<file path="config.mk">
export PLATFORM = sky130hd
export DESIGN_NAME = phy_rx_deserializer
export DESIGN_NICKNAME = d
export VERILOG_FILES = /design/src/rtl/phy_rx_deserializer.sv
export SDC_FILE = /design/constraint.sdc
export NUM_CORES = 1
export LEC_CHECK = 0
export BUFFER_PORTS_ARGS = -buffer_cell sky130_fd_sc_hd__buf_2
export CORE_ASPECT_RATIO = 2
export CORE_MARGIN = 4
export CORE_UTILIZATION = 30
export CTS_BUF_LIST = sky130_fd_sc_hd__clkbuf_8 sky130_fd_sc_hd__clkbuf_16
export DETAILED_ROUTE_END_ITERATION = 6
export HOLD_SLACK_MARGIN = 0.08
export SYNTH_ARGS = -nofsm -noshare
export SYNTH_HDL_FRONTEND = slang
export SYNTH_SLANG_ARGS = --single-unit
</file>
<file path="constraint.sdc">
create_clock -name clk_32f -period 2 [get_ports clk_32f]
set_input_delay 0.5 -clock clk_32f [delete_from_list [all_inputs] [get_ports clk_32f]]
set_output_delay 0.5 -clock clk_32f [all_outputs]
set_load 0.05 [all_outputs]
</file>
<file path="src/rtl/phy_rx_deserializer.sv">
`default_nettype none
// ============================================================================
// Module : phy_rx_deserializer
// Receive-side serial-to-parallel converter with 0xBC comma alignment and lock.
// Rev    : 1.0
// ============================================================================
module phy_rx_deserializer #(
  parameter logic [7:0]  COMMA      = 8'hBC,
  parameter int unsigned LOCK_COUNT = 4
) (
  input  logic       clk_32f,
  input  logic       reset_L,
  input  logic       data_in,
  output logic [7:0] data_out,
  output logic       valid_out,
  output logic       word_strobe,
  output logic       active
);

  localparam logic [3:0] LOCK_CNT = 4'(LOCK_COUNT);

  typedef enum logic [1:0] {
    HUNT   = 2'd0,
    SYNC   = 2'd1,
    ACTIVE = 2'd2
  } state_e;

  state_e     state_q, state_d;
  // Only seven history bits are kept: the oldest bit of the byte register
  // never reaches the comparison window.
  logic [6:0] sr_q, sr_d;
  logic [2:0] bit_cnt_q, bit_cnt_d;
  logic [3:0] comma_cnt_q, comma_cnt_d;
  logic [7:0] data_q, data_d;
  logic       valid_q, valid_d;
  logic       strobe_q, strobe_d;
  logic       active_q, active_d;

  logic [7:0] w;
  logic       word_end;
  logic       is_comma;

  always_comb begin
    w           = {sr_q, data_in};
    word_end    = (bit_cnt_q == 3'd7);
    is_comma    = (w == COMMA);
    sr_d        = w[6:0];
    bit_cnt_d   = bit_cnt_q + 3'd1;
    comma_cnt_d = comma_cnt_q;
    state_d     = state_q;
    data_d      = data_q;
    valid_d     = valid_q;
    strobe_d    = 1'b0;

    case (state_q)
      HUNT: begin
        if (is_comma) begin
          bit_cnt_d   = 3'd0;
          comma_cnt_d = 4'd1;
          if (LOCK_CNT == 4'd1) begin
            state_d  = ACTIVE;
            strobe_d = 1'b1;
          end else begin
            state_d = SYNC;
          end
        end
      end
      SYNC: begin
        if (word_end) begin
          if (is_comma) begin
            comma_cnt_d = (comma_cnt_q >= LOCK_CNT) ? LOCK_CNT : comma_cnt_q + 4'd1;
            if (comma_cnt_d == LOCK_CNT) begin
              state_d  = ACTIVE;
              strobe_d = 1'b1;
            end
          end else begin
            comma_cnt_d = 4'd0;
            state_d     = HUNT;
          end
        end
      end
      ACTIVE: begin
        if (word_end) begin
          strobe_d = 1'b1;
          if (is_comma) begin
            data_d  = 8'h00;
            valid_d = 1'b0;
          end else begin
            data_d  = w;
            valid_d = 1'b1;
          end
        end
      end
      default: begin
        state_d = HUNT;
      end
    endcase

    active_d = (state_d == ACTIVE);
  end

  always_ff @(posedge clk_32f or negedge reset_L) begin
    if (!reset_L) begin
      state_q     <= HUNT;
      sr_q        <= 7'd0;
      bit_cnt_q   <= 3'd0;
      comma_cnt_q <= 4'd0;
      data_q      <= 8'h00;
      valid_q     <= 1'b0;
      strobe_q    <= 1'b0;
      active_q    <= 1'b0;
    end else begin
      state_q     <= state_d;
      sr_q        <= sr_d;
      bit_cnt_q   <= bit_cnt_d;
      comma_cnt_q <= comma_cnt_d;
      data_q      <= data_d;
      valid_q     <= valid_d;
      strobe_q    <= strobe_d;
      active_q    <= active_d;
    end
  end

  assign data_out    = data_q;
  assign valid_out   = valid_q;
  assign word_strobe = strobe_q;
  assign active      = active_q;

endmodule
`default_nettype wire
</file>
==> results.md, run 1 <==
* Outcome: complete, no violations
* Maximum fanout along the worst path at 4
* Final hold vios at 0
* First drt pass iteration count at 4
* Post-Syn Area at 1236 um2
* Initial antenna violation count at 0
* Least-Margin Pin Slew at 610.4 ps
* Synth warn at 0
* CTS root buffer: clkbuf_8
* Flops & latches, synth at 27
* Yosys cell types at 32
* Area contributors post-synth: dfrtp_1 (55%), nand2_1 (7.6%), ha_1 (7.1%)
* Post-route ant nets at 0
* TritonCTS clock tree: yes
* Synth cell count leaders: dfrtp_1 (27), nand2_1 (25), o21ai_0 (12), inv_1 (8), ha_1 (7)
* RSZ-0062 raised after global routing: no
* Post-CTS resize count at 0
* Cells after Synth at about 120
* Tot GR Track Use at between 10% and 20%
* Die Y at 98.78 um
* Final instance area at 1413 um2
* Wire per inst at 14.28 um
* Nets at roughly 150
* Post-CTS setup repair buffer count at 0
* Number of port buffers at 13
* Critical Path RT at 2190 ps
* Async S/R FF share, synth at 100.0%
* Reg area at 675.6 um2
* Area of the core at 3924 um2
* Clock skew at 3.658 ps
* Layout cells sized above 1 at a little under a fifth
* Fin worst setup slack at 203.7 ps
* Total chip power at 0.001001 W
* Sum Neg Setup Slack at 0 ps
* Slew Limit Fails at 0
* Initial DRC count at 13
* First-pass GRT wire length at 4567 um
* Overflow after GRT at 0
* Leak at 0.6461 nW
* H-tree depth at 1
* Count leader, synth: dfrtp_1
* Routability congestion estimate at between 0.9 and 1
* CP Class: register to register
* Vias in the first global route at just under 1000
* Max Cap Viol at 0
* Num ports at 14
* CP arrival at around 2000 ps
* F_max at 556.7 MHz
* Clock transition at path regs at 90 ps
* HP Class: input port to asynchronous set/reset pin
* Period utilisation layout at 89.82%
* EDFF count, synth at 0
* Worst r2r src: comma_cnt_q[0]
* Hold buffers post-CTS at 0
* Post-synthesis sequential area ratio at 54.66%
* Max rail drop VDD at 0.0003925 V
* Chip Width at 53.39 um
* Min Clock Period, post-route at 1796 ps
* Remaining DRCs at 0
* DR vias at around 910
* Reg-to-Reg End: active
* Pwr Density at roughly 700 nW/um2
* Routed WL at around 2700 um
* Vias per cell at 4.862
* Reg-to-reg setup timing slack at ~200 ps
* Dpl hpwl at between 2000 and 2500 um
* Net Count, Synth at 131
* Area delta synth->final at 14.27%
* Placed cell areas at 1368 um2
* Antenna diodes at 0
* R2r worst-path depth at 4
* Post-synth top area share at 54.66%
* Starting Density at 31.51%
* Crit path launch type: register
* Multi-input gate area at 503.0 um2
* Mapped Avg Cell Area at approximately 10 um2
* Pre-CTS WS at 117.2 ps
* Critical Path Sink Type: register
* Max_slew headroom at 59.31%
* Hold slack at 233.8 ps
* CTS buffer count at 3
* Latest clock arrival within the worst-skew pair at about 260 ps
* Die Area at 5274 um2
* CTS max path bufs at 2
* CTS Sinks at 27
* FILL cells at between 400 and 500
* Area leader, netlist: dfrtp_1
* # setup viols final at 0
* # rows at 32
* Maximum number of pins on one net before global-route repair at 28
* Most used flip-flop cell after synthesis: dfrtp_1
## registers in the layout, summed over array words and instances (netlist names)
| register | count |
|---|---|
| data_out | 8 |
| sr_q | 7 |
| comma_cnt_q | 4 |
| bit_cnt_q | 3 |
| state_q | 2 |
| active | 1 |
| valid_out | 1 |
| word_strobe | 1 |
## kinds of logic after synthesis
family | count (synthesis) | share of synthesized area, %
compound gates | 28 | 14.58
simple gates | 46 | 19.03
buf+inv | 13 | 4.655
fa+ha+maj | 7 | 7.085
flops | 27 | 54.66
## cell usage in the layout, fill, tap and decap left out, drive strengths merged
cell	count
dfrtp	27
nand2	26
buf	17
o21ai	13
inv	9
ha	7
nor2	7
and2	4
a21oi	4
nand3	3
clkbuf	3
a32oi	2
o21a	1
or4b	1
nand4	1
a31o	1
nor4b	1
and4	1
and3	1
or4	1
a31oi	1
a221oi	1
a41oi	1
o22ai	1
o211ai	1
o41ai	1
a21o	1
## power by group
part / switching [W] / leakage, nW / internal, W
logic: 0.0000605 / 0.305 / 0.0000432
clock network: 0.000164 / 0.0269 / 0.000137
registers: 0.0000181 / 0.314 / 0.000578
total: 0.000243 / 0.646 / 0.000758
## critical path, stage by stage, from the launching register on
cell and delay [ps]:
dfrtp_1 420, ha_1 340, o21a_1 220, or4_4 530, a32oi_2 200
## layer usage
metal	vias up	routed length (um)	track usage, %	share of wire (%)
li1	442	-	-	-
met1	447	1001	12.64	37
met2	19	1527	20.06	57
met3	6	86	1.967	3.2
met4	0	68	6.496	2.5
met5	-	0	0	0
## stage by stage
step                util, %  std cells
floorplan                 -        121
global placement      34.85        184
detailed placement    34.85        184
CTS                   36.00        188
global route          36.00        188
finish                36.00        188
## area by class of cell
cell class              count  share of cell area, %
clock buffers               3                  2.923
clock inverters             1                 0.2657
inverters                   8                  2.126
multi-input cells          81                  35.61
flip-flops and latches     27                  47.83
well taps                  51                  4.517
repair buffers             17                  6.732
## how the worst max path moves through the flow
stage                    from    endpoint  slack [ps]  cells past startpoint
6_report       comma_cnt_q[0]      active         200                      4
5_1_grt               sr_q[5]  state_q[0]         120                      4
4_1_cts        comma_cnt_q[0]      active         210                      4
3_5_place_dp          data_in  state_q[0]         120                      5
3_3_place_gp          data_in  state_q[0]         160                      5
2_1_floorplan  comma_cnt_q[0]      active         320                      4
Note: power is estimated with default switching activity, not from simulation.
==> run 2: changes to the inputs <==
--- a/config.mk
+++ b/config.mk
@@ -12,6 +12,7 @@
 export CTS_BUF_LIST = sky130_fd_sc_hd__clkbuf_8 sky130_fd_sc_hd__clkbuf_16
 export DETAILED_ROUTE_END_ITERATION = 6
 export HOLD_SLACK_MARGIN = 0.08
+export RECOVER_POWER = 100
 export SYNTH_ARGS = -nofsm -noshare
 export SYNTH_HDL_FRONTEND = slang
 export SYNTH_SLANG_ARGS = --single-unit
==> results.md, run 2 (synthesis gave the netlist of run 1 again) <==
* CTS buffer count at 3
* Wire per inst at about 14 um
* DR vias at 920
* CTS Sinks at 27
* Clock skew at 5.793 ps
* Outcome: complete, no violations
* CP arrival at slightly above 2000 ps
* Worst r2r src: comma_cnt_q[0]
* Final hold vios at 0
* Dpl hpwl at just over 2000 um
* Antenna diodes at 0
* Overflow after GRT at 0
* Die Y at 98.78 um
* Area delta synth->final at 12.35%
* Max Cap Viol at 0
* TritonCTS clock tree: yes
* CTS max path bufs at 2
* Crit path launch type: register
* Reg-to-reg setup timing slack at roughly 160 ps
* Critical path endpoint: active
* Starting Density at 31.51%
* Layout cells sized above 1 at about 8%
* First-pass GRT wire length at 4567 um
* Die Area at 5274 um2
* Leak at 0.6085 nW
* Crit. Startpoint: comma_cnt_q[0]
* Commonest non-fill, non-tap cells in the layout: dfrtp_1 (27), nand2_1 (25), clkbuf_1 (14), o21ai_0 (13), inv_1 (9)
* Commonest non-fill, non-tap cell in the layout: dfrtp_1
* Max_slew headroom at roughly 2.6%
* Post-CTS resize count at 0
* Initial DRC count at 10
* Tot GR Track Use at about 12%
* RSZ-0062 raised after global routing: no
* Hold buffers post-CTS at 0
* Post-route ant nets at 0
* CTS root buffer: clkbuf_8
* Clock transition at path regs at 90 ps
* Max reg flops at 8
* CP Class: register to register
* Maximum number of pins on one net before global-route repair at 28
* Vias per cell at 4.894
* Min Clock Period, post-route at 1842 ps
* Hold slack at 424.6 ps
* Final core utilization at 35.40%
* Period utilisation layout at 92.11%
* R2r worst-path depth at 4
* Area of the core at 3924 um2
* Sum Neg Setup Slack at 0 ps
* Reg-to-Reg End: active
* Slew Limit Fails at 0
* # setup viols final at 0
* Least-Margin Pin Slew at 1462 ps
* HP Class: input port to register
* Remaining DRCs at 0
* Routed WL at between 2000 and 3000 um
* H-tree depth at 1
* Post-CTS setup repair buffer count at 0
* Initial antenna violation count at 0
* Maximum fanout along the worst path at 4
* Max rail drop VDD at 0.0003924 V
* Num ports at 14
* # rows at 32
* First drt pass iteration count at 4
* Critical Path RT at 2190 ps
* F_max at 542.9 MHz
* Pwr Density at about 720 nW/um2
* Number of port buffers at 13
* Nets at between 100 and 150
* Critical Path Sink Type: register
* Vias in the first global route at between 900 and 1000
* Routability congestion estimate at approximately 0.95
* Chip Width at about 53 um
* Latest clock arrival within the worst-skew pair at 270 ps
[run 2: cell count changes in the layout (fill, tap and decap cells not counted)]
cell      change
buf_2        -13
and2_0        +2
and2_1        -2
or4_1         +1
buf_4         -1
or4_4         -1
clkbuf_1     +14
o21ai_0       +1
o21ai_1       -1
[run 2: how the worst min path moves through the flow]
stage / startpoint / end / slack [ps] / cells past startpoint
3_3_place_gp: sr_q[2] / sr_q[3] / 410 / 0
4_1_cts: reset_L / valid_out / 260 / 1
5_1_grt: data_in / sr_q[0] / 420 / 1
3_5_place_dp: sr_q[1] / sr_q[2] / 410 / 0
2_1_floorplan: reset_L / active / 200 / 0
6_report: data_in / sr_q[0] / 420 / 1
[run 2: critical path: stages, from the launching register on]
cell     delay, ps
dfrtp_1        420
ha_1           340
o21a_1         220
or4_1          570
a32oi_2        220
[run 2: where the power goes]
part	total [W]	switching, W	internal [W]
Combinational	0.000101	0.0000603	0.0000403
Clock	0.000304	0.000166	0.000137
Sequential	0.000596	0.0000179	0.000578
Total	0.00100	0.000245	0.000755
[run 2: final cells by class]
type / count / area [um2]
Fill cell: 437 / 2535
Sequential cell: 27 / 675.6
Multi-Input combinational cell: 81 / 499.2
Timing Repair Buffer: 17 / 75.07
Tap cell: 51 / 63.81
Clock buffer: 3 / 41.29
Inverter: 8 / 30.03
Clock inverter: 1 / 3.754
[run 2: routing by layer]
metal,global-route usage [%],vias up,wire length (um)
met4,6.496,0,68
met1,12.64,454,1025
met5,0,-,0
met3,1.967,6,84
met2,20.06,17,1523
li1,-,443,-
[run 2: per-stage QoR]
| step | instances | cell area [um2] | power (W) | setup slack (ps) |
|---|---|---|---|---|
| after floorplan | 121 | 1236 | 0.0006701 | 324.9 |
| after global placement | 184 | 1368 | 0.0007055 | 156.5 |
| after detailed placement | 184 | 1368 | 0.0007096 | 117.2 |
| after CTS | 188 | 1413 | 0.001016 | 206.8 |
| after global routing | 188 | 1389 | 0.001051 | 106.0 |
| final | 188 | 1389 | 0.0009999 | 157.9 |
==> run 3: changes to the inputs <==
--- a/config.mk
+++ b/config.mk
@@ -8,7 +8,7 @@
 export BUFFER_PORTS_ARGS = -buffer_cell sky130_fd_sc_hd__buf_2
 export CORE_ASPECT_RATIO = 2
 export CORE_MARGIN = 4
-export CORE_UTILIZATION = 30
+export CORE_UTILIZATION = 40
 export CTS_BUF_LIST = sky130_fd_sc_hd__clkbuf_8 sky130_fd_sc_hd__clkbuf_16
 export DETAILED_ROUTE_END_ITERATION = 6
 export HOLD_SLACK_MARGIN = 0.08
==> results.md, run 3 (synthesis gave the netlist of run 1 again) <==
* Routed WL at about 2600 um
* Post-CTS resize count at 0
* Overflow after GRT at 0
* Pwr Density at 722.9 nW/um2
* FILL cells at about 290
* # setup viols final at 0
* CTS root buffer: clkbuf_8
* F_max at 546.8 MHz
* Critical Path RT at 2180 ps
* Maximum number of pins on one net before global-route repair at 28
* DR vias at 915
* Max Cap Viol at 0
* Sum Neg Setup Slack at 0 ps
* Remaining DRCs at 0
* First drt pass iteration count at 4
* Least-Margin Pin Slew at roughly 1400 ps
* Placed cell areas at 1341 um2
* Dpl hpwl at 2047 um
* Area delta synth->final at 10.53%
* CTS Sinks at 27
* Clock skew at 2.143 ps
* Slew Limit Fails at 0
* Nets at approximately 150
* Tot GR Track Use at 15.30%
* Max reg flops at 8
* Die Y at 86.62 um
* Max_slew headroom at 7.834%
* Antenna diodes at 0
* Vias in the first global route at 959
* CTS buffer count at 3
* Final non-filler cell total at between 150 and 200
* Routability congestion estimate at 0.7186
* Starting Density at just over 40%
* Post-CTS setup repair buffer count at 0
* Pre-CTS WS at roughly 140 ps
* Clock transition at path regs at 90 ps
* Leak at 0.6132 nW
* Final instance area at roughly 1400 um2
* # rows at 28
* Initial DRC count at 33
* Wire per inst at 15.37 um
* Outcome: complete, no violations
* Commonest non-fill, non-tap cell in the layout: dfrtp_1
* RSZ-0062 raised after global routing: no
* Min Clock Period, post-route at 1829 ps
* Vias per cell at 5.479
* Final hold vios at 0
* Period utilisation layout at about nine tenths
* Layout cells sized above 1 at 8.759%
* Max rail drop VDD at 0.0005524 V
* Post-route ant nets at 0
* CTS max path bufs at 2
* Hold buffers post-CTS at 0
* Final core utilization at 45.88%
* Placed insts at between 150 and 200
* H-tree depth at 1
* Number of port buffers at 13
* Critical Path Sink Type: register
* CP arrival at around 2000 ps
* Num ports at 14
* CP Class: register to register
* Die Area at 4098 um2
* Maximum fanout along the worst path at 4
* TritonCTS clock tree: yes
* Latest clock arrival within the worst-skew pair at between 200 and 300 ps
* Chip Width at 47.31 um
* Crit path launch type: register
* Fin worst setup slack at 171.2 ps
* HP Class: input port to register
* First-pass GRT wire length at around 4500 um
* Commonest non-fill, non-tap cells in the layout: dfrtp_1 (27), nand2_1 (25), o21ai_0 (13), clkbuf_1 (13), inv_1 (9)
* Initial antenna violation count at 0
* Area of the core at 2978 um2
-- run 3: metal layers --
metal	track usage, %	vias up	wire length, um
li1	-	446	-
met1	18.44	442	944
met2	25.79	21	1464
met3	2.079	6	90
met4	6.297	0	66
met5	0	-	0
-- run 3: worst paths after layout --
check	startpoint	end	slack (ps)	cells after the start
max in group asynchronous	reset_L	data_out[2]	660	1
setup reg to reg	comma_cnt_q[0]	active	170	4
hold reg to reg	sr_q[1]	sr_q[2]	430	0
hold / removal	data_in	sr_q[0]	430	1
setup / recovery	comma_cnt_q[0]	active	170	4
min in group asynchronous	reset_L	active	530	1
-- run 3: area by class of cell --
type	instances	area, um2	share of cell area [%]
Clock buffer	3	41.29	3.022
Clock inverter	1	3.754	0.2747
Inverter	8	30.03	2.198
Multi-Input combinational cell	81	499.2	36.54
Sequential cell	27	675.6	49.45
Tap cell	30	37.54	2.747
Timing Repair Buffer	17	78.83	5.769
-- run 3: where the power goes --
part | leakage [nW] | switching [W] | total (W) | internal [W]
Sequential | 0.314 | 0.0000171 | 0.000595 | 0.000578
Combinational | 0.272 | 0.0000577 | 0.0000985 | 0.0000409
Clock | 0.0269 | 0.000157 | 0.000294 | 0.000137
Total | 0.613 | 0.000232 | 0.000988 | 0.000756
-- run 3: metrics by stage --
stage,hold slack (ps),total power (W)
floorplan,204.4,0.0006701
global placement,409.4,0.0007050
detailed placement,410.7,0.0007081
CTS,253.6,0.001000
global route,412.4,0.001052
finish,425.8,0.0009877
-- run 3: worst max-delay path, stage by stage, from the launching register on --
cell	delay, ps
dfrtp_1	420
ha_1	330
o21a_1	210
or4_1	560
a32oi_2	230
